$ cat config.mk
export PLATFORM = sky130hd
export DESIGN_NAME = wb_arbiter_flat
export DESIGN_NICKNAME = d
export VERILOG_FILES = /design/src/rtl/wb_pkg.sv /design/src/rtl/wb_arbiter_if.sv /design/src/rtl/wb_arbiter_reg_scoreboard.sv /design/src/rtl/wb_arbiter.sv /design/src/flat_wrapper.sv
export SDC_FILE = /design/constraint.sdc
export NUM_CORES = 1
export LEC_CHECK = 0
export CAP_MARGIN = 20
export CORE_UTILIZATION = 35
export CTS_CLUSTER_SIZE = 24
export DETAILED_ROUTE_END_ITERATION = 7
export PLACE_DENSITY = 0.74
export SLEW_MARGIN = 5
export SYNTH_ARGS = -nofsm -noshare
export SYNTH_HDL_FRONTEND = slang
export SYNTH_SLANG_ARGS = --single-unit
export TNS_END_PERCENT = 20
$ cat constraint.sdc
create_clock -name clk -period 7.65 [get_ports clk]
set_clock_uncertainty 0.2 [all_clocks]
set_input_delay 1.53 -clock clk [delete_from_list [all_inputs] [get_ports clk]]
set_output_delay 1.53 -clock clk [all_outputs]
set_load 0.01 [all_outputs]
$ cat src/rtl/wb_pkg.sv
// Shared types and constants for the writeback arbiter slice.
// Optional feature macro used by this slice: WB_BYPASS_EN.
`ifndef RISCV_WORD_WIDTH
`define RISCV_WORD_WIDTH 32
`endif
`ifndef GP_REG_COUNT
`define GP_REG_COUNT 32
`endif

package wb_pkg;
  localparam int unsigned WB_DATA_W    = `RISCV_WORD_WIDTH;
  localparam int unsigned WB_REG_COUNT = `GP_REG_COUNT;
  localparam int unsigned WB_ADDR_W    = $clog2(WB_REG_COUNT);

  typedef logic [WB_ADDR_W-1:0] reg_addr_t;
  typedef logic [WB_DATA_W-1:0] word_t;

  // Writeback source identity; also the round-robin pointer encoding.
  typedef enum logic {SRC_EXEC = 1'b0, SRC_LOAD = 1'b1} src_id_e;

  localparam reg_addr_t REG_ZERO = '0;
endpackage

$ cat src/rtl/wb_arbiter_if.sv
// Writeback handshake bundle: two source request channels plus the
// register file write port driven by the arbiter.
interface wb_arbiter_if #(
  parameter int unsigned DATA_W = 32,
  parameter int unsigned ADDR_W = 5
);
  logic              src0_valid_i;
  logic              src0_ready_o;
  logic [ADDR_W-1:0] src0_addr_i;
  logic [DATA_W-1:0] src0_data_i;
  logic              src1_valid_i;
  logic              src1_ready_o;
  logic [ADDR_W-1:0] src1_addr_i;
  logic [DATA_W-1:0] src1_data_i;
  logic              write_en_o;
  logic [ADDR_W-1:0] write_addr_o;
  logic [DATA_W-1:0] write_data_o;

  // Pipeline side: sources issue requests, register file consumes writes.
  modport master (
    output src0_valid_i, src0_addr_i, src0_data_i,
    output src1_valid_i, src1_addr_i, src1_data_i,
    input  src0_ready_o, src1_ready_o,
    input  write_en_o, write_addr_o, write_data_o
  );

  // Arbiter side.
  modport slave (
    input  src0_valid_i, src0_addr_i, src0_data_i,
    input  src1_valid_i, src1_addr_i, src1_data_i,
    output src0_ready_o, src1_ready_o,
    output write_en_o, write_addr_o, write_data_o
  );
endinterface

$ cat src/rtl/wb_arbiter_reg_scoreboard.sv
// Per-register pending scoreboard with two combinational busy lookups.
// With WB_BYPASS_EN defined the in-flight write is forwarded elsewhere,
// so busy covers only pending producers.
module reg_scoreboard #(
  parameter int unsigned REG_COUNT = 32,
  parameter int unsigned ADDR_W    = $clog2(REG_COUNT)
) (
  input  logic              clk,
  input  logic              rst,
  input  logic              alloc_en,
  input  logic [ADDR_W-1:0] alloc_addr,
  input  logic              clr_en,
  input  logic [ADDR_W-1:0] clr_addr,
  input  logic              flush,
`ifndef WB_BYPASS_EN
  input  logic              inflight_en,
  input  logic [ADDR_W-1:0] inflight_addr,
`endif
  input  logic [ADDR_W-1:0] read_addr_1,
  input  logic [ADDR_W-1:0] read_addr_2,
  output logic              busy_1,
  output logic              busy_2
);
  logic [REG_COUNT-1:0] pending;
  logic [REG_COUNT-1:0] pending_nxt;

  // Next pending vector: clear first, then set, so a newer producer wins.
  always_comb begin
    pending_nxt = pending;
    if (clr_en)
      pending_nxt[clr_addr] = 1'b0;
    if (alloc_en && alloc_addr != '0)
      pending_nxt[alloc_addr] = 1'b1;
    pending_nxt[0] = 1'b0;
  end

  // Pending register; flush drops every outstanding producer.
  always_ff @(posedge clk or posedge rst) begin
    if (rst)
      pending <= '0;
    else if (flush)
      pending <= '0;
    else
      pending <= pending_nxt;
  end

  // Operand busy lookups; x0 is never busy.
  always_comb begin
    busy_1 = 1'b0;
    busy_2 = 1'b0;
    if (read_addr_1 != '0) begin
      busy_1 = pending[read_addr_1];
`ifndef WB_BYPASS_EN
      if (inflight_en && inflight_addr == read_addr_1)
        busy_1 = 1'b1;
`endif
    end
    if (read_addr_2 != '0) begin
      busy_2 = pending[read_addr_2];
`ifndef WB_BYPASS_EN
      if (inflight_en && inflight_addr == read_addr_2)
        busy_2 = 1'b1;
`endif
    end
  end
endmodule

$ cat src/rtl/wb_arbiter.sv
// Writeback arbiter: round-robin between execute and load/CSR writeback,
// registered register-file write stage, and RAW scoreboard for decode.
// Optional macro WB_BYPASS_EN adds forwarding of the in-flight write.
module wb_arbiter
  import wb_pkg::*;
#(
  parameter int unsigned DATA_W    = WB_DATA_W,
  parameter int unsigned REG_COUNT = WB_REG_COUNT,
  parameter int unsigned ADDR_W    = $clog2(REG_COUNT)
) (
  input  logic              clk,
  input  logic              rst,
  wb_arbiter_if.slave       bus,
  input  logic              alloc_i,
  input  logic [ADDR_W-1:0] alloc_addr_i,
  input  logic              flush_i,
  input  logic [ADDR_W-1:0] read_addr_1_i,
  input  logic [ADDR_W-1:0] read_addr_2_i,
  output logic              busy_1_o,
  output logic              busy_2_o
`ifdef WB_BYPASS_EN
  ,
  output logic              fwd_1_o,
  output logic              fwd_2_o,
  output logic [DATA_W-1:0] fwd_data_o
`endif
);
  src_id_e           rr_ptr;
  logic              grant0;
  logic              grant1;
  logic [ADDR_W-1:0] grant_addr;
  logic [DATA_W-1:0] grant_data;
  logic              we_q;
  logic [ADDR_W-1:0] wa_q;
  logic [DATA_W-1:0] wd_q;

  // Grant selection: lone requester wins, contention goes to rr_ptr, flush blocks all.
  always_comb begin
    grant0 = 1'b0;
    grant1 = 1'b0;
    if (!flush_i) begin
      if (bus.src0_valid_i && bus.src1_valid_i) begin
        grant0 = (rr_ptr == SRC_EXEC);
        grant1 = (rr_ptr == SRC_LOAD);
      end else begin
        grant0 = bus.src0_valid_i;
        grant1 = bus.src1_valid_i;
      end
    end
  end

  // Data path mux for the granted source.
  always_comb begin
    grant_addr = bus.src0_addr_i;
    grant_data = bus.src0_data_i;
    if (grant1) begin
      grant_addr = bus.src1_addr_i;
      grant_data = bus.src1_data_i;
    end
  end

  assign bus.src0_ready_o = grant0;
  assign bus.src1_ready_o = grant1;

  // Registered write stage and round-robin pointer update.
  always_ff @(posedge clk or posedge rst) begin
    if (rst) begin
      we_q   <= 1'b0;
      wa_q   <= '0;
      wd_q   <= '0;
      rr_ptr <= SRC_EXEC;
    end else begin
      if (grant0 || grant1) begin
        we_q <= (grant_addr != ADDR_W'(REG_ZERO));
        wa_q <= grant_addr;
        wd_q <= grant_data;
      end else begin
        we_q <= 1'b0;
      end
      if (grant0 && bus.src1_valid_i)
        rr_ptr <= SRC_LOAD;
      else if (grant1 && bus.src0_valid_i)
        rr_ptr <= SRC_EXEC;
    end
  end

  assign bus.write_en_o   = we_q;
  assign bus.write_addr_o = wa_q;
  assign bus.write_data_o = wd_q;

  reg_scoreboard #(
    .REG_COUNT (REG_COUNT),
    .ADDR_W    (ADDR_W)
  ) u_scoreboard (
    .clk           (clk),
    .rst           (rst),
    .alloc_en      (alloc_i),
    .alloc_addr    (alloc_addr_i),
    .clr_en        (grant0 || grant1),
    .clr_addr      (grant_addr),
    .flush         (flush_i),
`ifndef WB_BYPASS_EN
    .inflight_en   (we_q),
    .inflight_addr (wa_q),
`endif
    .read_addr_1   (read_addr_1_i),
    .read_addr_2   (read_addr_2_i),
    .busy_1        (busy_1_o),
    .busy_2        (busy_2_o)
  );

`ifdef WB_BYPASS_EN
  assign fwd_1_o    = we_q && (wa_q == read_addr_1_i);
  assign fwd_2_o    = we_q && (wa_q == read_addr_2_i);
  assign fwd_data_o = wd_q;
`endif
endmodule

$ cat src/flat_wrapper.sv
// flat-port wrapper written by rule: the top's interface ports become plain ports
module wb_arbiter_flat import wb_pkg::*;
#(
  parameter int unsigned DATA_W    = WB_DATA_W,
  parameter int unsigned REG_COUNT = WB_REG_COUNT,
  parameter int unsigned ADDR_W    = $clog2(REG_COUNT)
)
  (clk, rst, alloc_i, alloc_addr_i, flush_i, read_addr_1_i, read_addr_2_i, busy_1_o, busy_2_o, bus_src0_valid_i, bus_src0_addr_i, bus_src0_data_i, bus_src1_valid_i, bus_src1_addr_i, bus_src1_data_i, bus_src0_ready_o, bus_src1_ready_o, bus_write_en_o, bus_write_addr_o, bus_write_data_o);
  wb_arbiter_if #(.DATA_W(DATA_W), .ADDR_W(ADDR_W)) bus_i ();
  input  logic clk;
  input  logic rst;
  input  logic alloc_i;
  input  logic [ADDR_W-1:0] alloc_addr_i;
  input  logic flush_i;
  input  logic [ADDR_W-1:0] read_addr_1_i;
  input  logic [ADDR_W-1:0] read_addr_2_i;
  output logic busy_1_o;
  output logic busy_2_o;
  input wire logic [$bits(bus_i.src0_valid_i)-1:0] bus_src0_valid_i;
  input wire logic [$bits(bus_i.src0_addr_i)-1:0] bus_src0_addr_i;
  input wire logic [$bits(bus_i.src0_data_i)-1:0] bus_src0_data_i;
  input wire logic [$bits(bus_i.src1_valid_i)-1:0] bus_src1_valid_i;
  input wire logic [$bits(bus_i.src1_addr_i)-1:0] bus_src1_addr_i;
  input wire logic [$bits(bus_i.src1_data_i)-1:0] bus_src1_data_i;
  output wire logic [$bits(bus_i.src0_ready_o)-1:0] bus_src0_ready_o;
  output wire logic [$bits(bus_i.src1_ready_o)-1:0] bus_src1_ready_o;
  output wire logic [$bits(bus_i.write_en_o)-1:0] bus_write_en_o;
  output wire logic [$bits(bus_i.write_addr_o)-1:0] bus_write_addr_o;
  output wire logic [$bits(bus_i.write_data_o)-1:0] bus_write_data_o;
  assign bus_i.src0_valid_i = bus_src0_valid_i;
  assign bus_i.src0_addr_i = bus_src0_addr_i;
  assign bus_i.src0_data_i = bus_src0_data_i;
  assign bus_i.src1_valid_i = bus_src1_valid_i;
  assign bus_i.src1_addr_i = bus_src1_addr_i;
  assign bus_i.src1_data_i = bus_src1_data_i;
  assign bus_src0_ready_o = bus_i.src0_ready_o;
  assign bus_src1_ready_o = bus_i.src1_ready_o;
  assign bus_write_en_o = bus_i.write_en_o;
  assign bus_write_addr_o = bus_i.write_addr_o;
  assign bus_write_data_o = bus_i.write_data_o;
  wb_arbiter #(.DATA_W(DATA_W), .REG_COUNT(REG_COUNT), .ADDR_W(ADDR_W)) u_core (.clk(clk), .rst(rst), .bus(bus_i), .alloc_i(alloc_i), .alloc_addr_i(alloc_addr_i), .flush_i(flush_i), .read_addr_1_i(read_addr_1_i), .read_addr_2_i(read_addr_2_i), .busy_1_o(busy_1_o), .busy_2_o(busy_2_o));
endmodule
==> out/metrics.yaml <==
drt:
  ant_nets: 0
  route.detailed.drc: 0
  wirelength_mm: 12.60
  drt_iter0_drc: 488
  viasPerCell: 5.828
  avgRoutedWirePerCell_microns: 18.97
  vias: 3870
  firstDrtPassIters: 6
logic_synthesis:
  async_reset_ff_share_pct: 100.0
  yosys.area_share.adder_pct: 0
  ys_seq_elements: 70
  yosys.cell_count.top_type: "dfrtp_1"
  synth_top_area_share_pct: 44.29
  ys_warn_count: 0
  synthMuxAreaShare_pct: 11.83
  yosys.area_share.xor_xnor_pct: 1.993
  seq_area_frac_synth_pct: 44.29
  avgSynthCellArea_sq_um: 9.888
  syn-num-nets: 495
  synthSimpleGateAreaFrac_pct: 12.43
  synth_area_sq_um: 3955
  synth_area_leader_cell: "dfrtp_1"
  synth_compound_area_share_pct: 22.68
  synth_edf_count: 0
  synthesis.instances: 400
  synthTopCellsByArea: "dfrtp_1, a222oi_1, mux4_2"
  synth_top_family_by_area: "compound AO/OA/AOI/OAI gates"
  yosysUniqueCellTypes: 40
  ys_top_cells_by_count: "dfrtp_1, a21oi_1, nand2_1, inv_1, a222oi_1"
  synth_top_flop_cell: "dfrtp_1"
floorplanning:
  pin_count: 137
  dieArea_sq_um: 11730
  die_h_microns: 108.3
  die_x_microns: 108.3
  initial_utilization_pct: 36.17
  fp-row-count: 38
  core_area_sq_um: 10940
timing:
  rsz0062_at_grt: "no"
  fmax_mhz: 165.5
  fin_crit_sh_pct: 78.99
  finalSetupViolCount: 0
  fin_crit_ns: 6.043
  slew_viol_final: 0
  finalSetupTns_ns: 0
  setup_slack_ns: 1.607
  relSlewSlack_pct: 35.28
  hold_viol: 0
  worst_slew_pin_slew_ns: 0.9663
clock_network:
  postCtsSetupRepairBufs: 0
  tritoncts: "built"
  clock_path_buffers: 2
  post_cts_resized: 0
  cts_buffers: 9
  cts_root_buf: "clkbuf_16"
  clk_pin_slew_ns: 0.05
  postCtsHoldBufs: 0
  clock_latency_ns: 0.33
  clock-sinks: 70
  h-tree-depth: 3
power_and_ir_drop:
  sw_frac_of_total_pct: 29.12
  p_leak_nw: 2.334
  clkPwrFrac_pct: 32.9
  irDropWorstVdd_uv: 109.8
  p_seq_share_pct: 39.3
  p_comb_share_pct: 27.8
  power_density_nw_per_um2: 203.2
  intPower_mw: 0.8153
  netSwitchingPower_mw: 0.3349
global_route:
  first_global_vias: 3702
  track_usage_pct: 21.81
  grt_pass1_wl_mm: 19.29
  antenna_found_initial: 0
  grt_max_degree: 71
  gr-total-overflow: 0
finish:
  drive_gt1_share_pct: 6.870
  fin_util_pct: 51.75
  final_cells: 664
  area_delta_synth_final_pct: 43.09
  diodes: 0
  fin_nets: 614
setup_path:
  slowest_delay_ns: 0.93
  cp-start-kind: "primary input"
  crit_path_frequent_cell: "clkdlybuf4s50_1"
  critPathBufInv: 2
  slowest_stage: "clkdlybuf4s50_1"
  crit_fanout: 15
  worst_ep_required_time_ns: 5.92
  cp.arrival_ns: 4.31
  endpoint_kind: "primary output"
  worstSetupPathDepth: 6
  rr_worst_depth: 6
  path_delay_family: "buffers and inverters"
  path_class: "in2out"
  cp_cell_sequence: "clkdlybuf4s50_1, mux4_2, mux2_2, a221o_1, o32a_1, clkdlybuf4s50_1"
status:
  outcome: "completed"
place:
  portBuffers: 136
  placed_cells: 647
  dp_hpwl_mm: 9.003
  globalplace.congestion: 0.8489
  place_ws_ns: 1.620
flow_run:
  drv_cap: 0
hold_path:
  hold_path.class: "reg2reg"
  holdPathStages: 2
final cells by class:
class                   instances  area (sq um)
fillers                       974          5276
multi-input cells             263          1939
flip-flops and latches         70          1752
repair buffers                140          1399
clock buffers                  15         257.7
well taps                     140         175.2
inverters                      35         131.4
clock inverters                 1         5.005
cells in the final DEF (no fill, tap or decap), types with 2 or more instances in the layout:
cell type and count:
clkdlybuf4s50_1 136, dfrtp_1 70, a21oi_1 38, nand2_1 36, inv_1 34, a222oi_1 32
o31ai_1 31, mux2i_1 15, nor2_1 13, mux4_2 12, nand3_1 11, nand2b_1 10
clkbuf_16 9, o21ai_0 7, xor2_1 6, clkbuf_1 5, nand3b_1 4, nor2b_1 4
a31oi_1 4, nor4_1 4, a211oi_1 4, xnor2_1 3, mux2_2 3, o21ai_1 3
nor3_1 3, buf_4 3, or2_2 2, nand4_1 2, nor4b_1 2, and2_1 2
through the flow:
step                      area, sq um  hold slack (ns)  power (mW)
after floorplan                  3955           0.2722      0.5958
after global placement           5381           0.2714      0.7638
after detailed placement         5381           0.2775      0.7758
after CTS                        5644           0.2964       1.154
after global routing             5659           0.3126       1.203
final                            5659           0.2905       1.150
worst min-delay path: stages, from the launching register on:
cell,delay [ns]
dfrtp_1,0.34
a222oi_1,0.06
inv_1,0.06
metal layers:
layer  vias up  track usage [%]  wire length (microns)
met3        21            4.943                    987
met1      1882            29.48                   5037
li1       1753                -                      -
met4         0            10.04                    252
met5         -                0                      0
met2       214            33.26                   6319
worst paths after layout:
path / start / endpoint / slack, ns
max: read_addr_2_i[0] / busy_2_o / 1.61
min: u_core.bus.write_data_o[15] / u_core.bus.write_data_o[15] / 0.29
max reg2reg: u_core.rr_ptr / u_core.u_scoreboard.pending[22] / 4.84
min reg2reg: u_core.bus.write_data_o[15] / u_core.bus.write_data_o[15] / 0.29
max in group asynchronous: rst / u_core.bus.write_data_o[3] / 5.07
min in group asynchronous: rst / u_core.bus.write_data_o[19] / 1.59
sequential cells by signal (all words and copies together), names as in the netlist:
| register | count |
|---|---|
| u_core.rr_ptr | 1 |
| u_core.bus.write_data_o | 32 |
| u_core.u_scoreboard.pending | 31 |
| u_core.bus.write_en_o | 1 |
| u_core.bus.write_addr_o | 5 |
power groups by stage:
stage,clock network [mW],registers [mW],logic [mW]
finish,0.378,0.452,0.320
global route,0.402,0.457,0.344
CTS,0.382,0.452,0.320
detailed placement,0,0.457,0.319
global placement,0,0.454,0.310
floorplan,0,0.470,0.126
logic make-up (layout without fill, tap and decap cells):
| kind of cell | after synthesis | count (layout) |
|---|---|---|
| mux | 31 | 31 |
| simple gates | 98 | 98 |
| buf+inv | 67 | 191 |
| xor+xnor | 9 | 9 |
| flops | 70 | 70 |
| compound gates | 125 | 125 |
No activity file was read; power rests on OpenSTA's default activity.
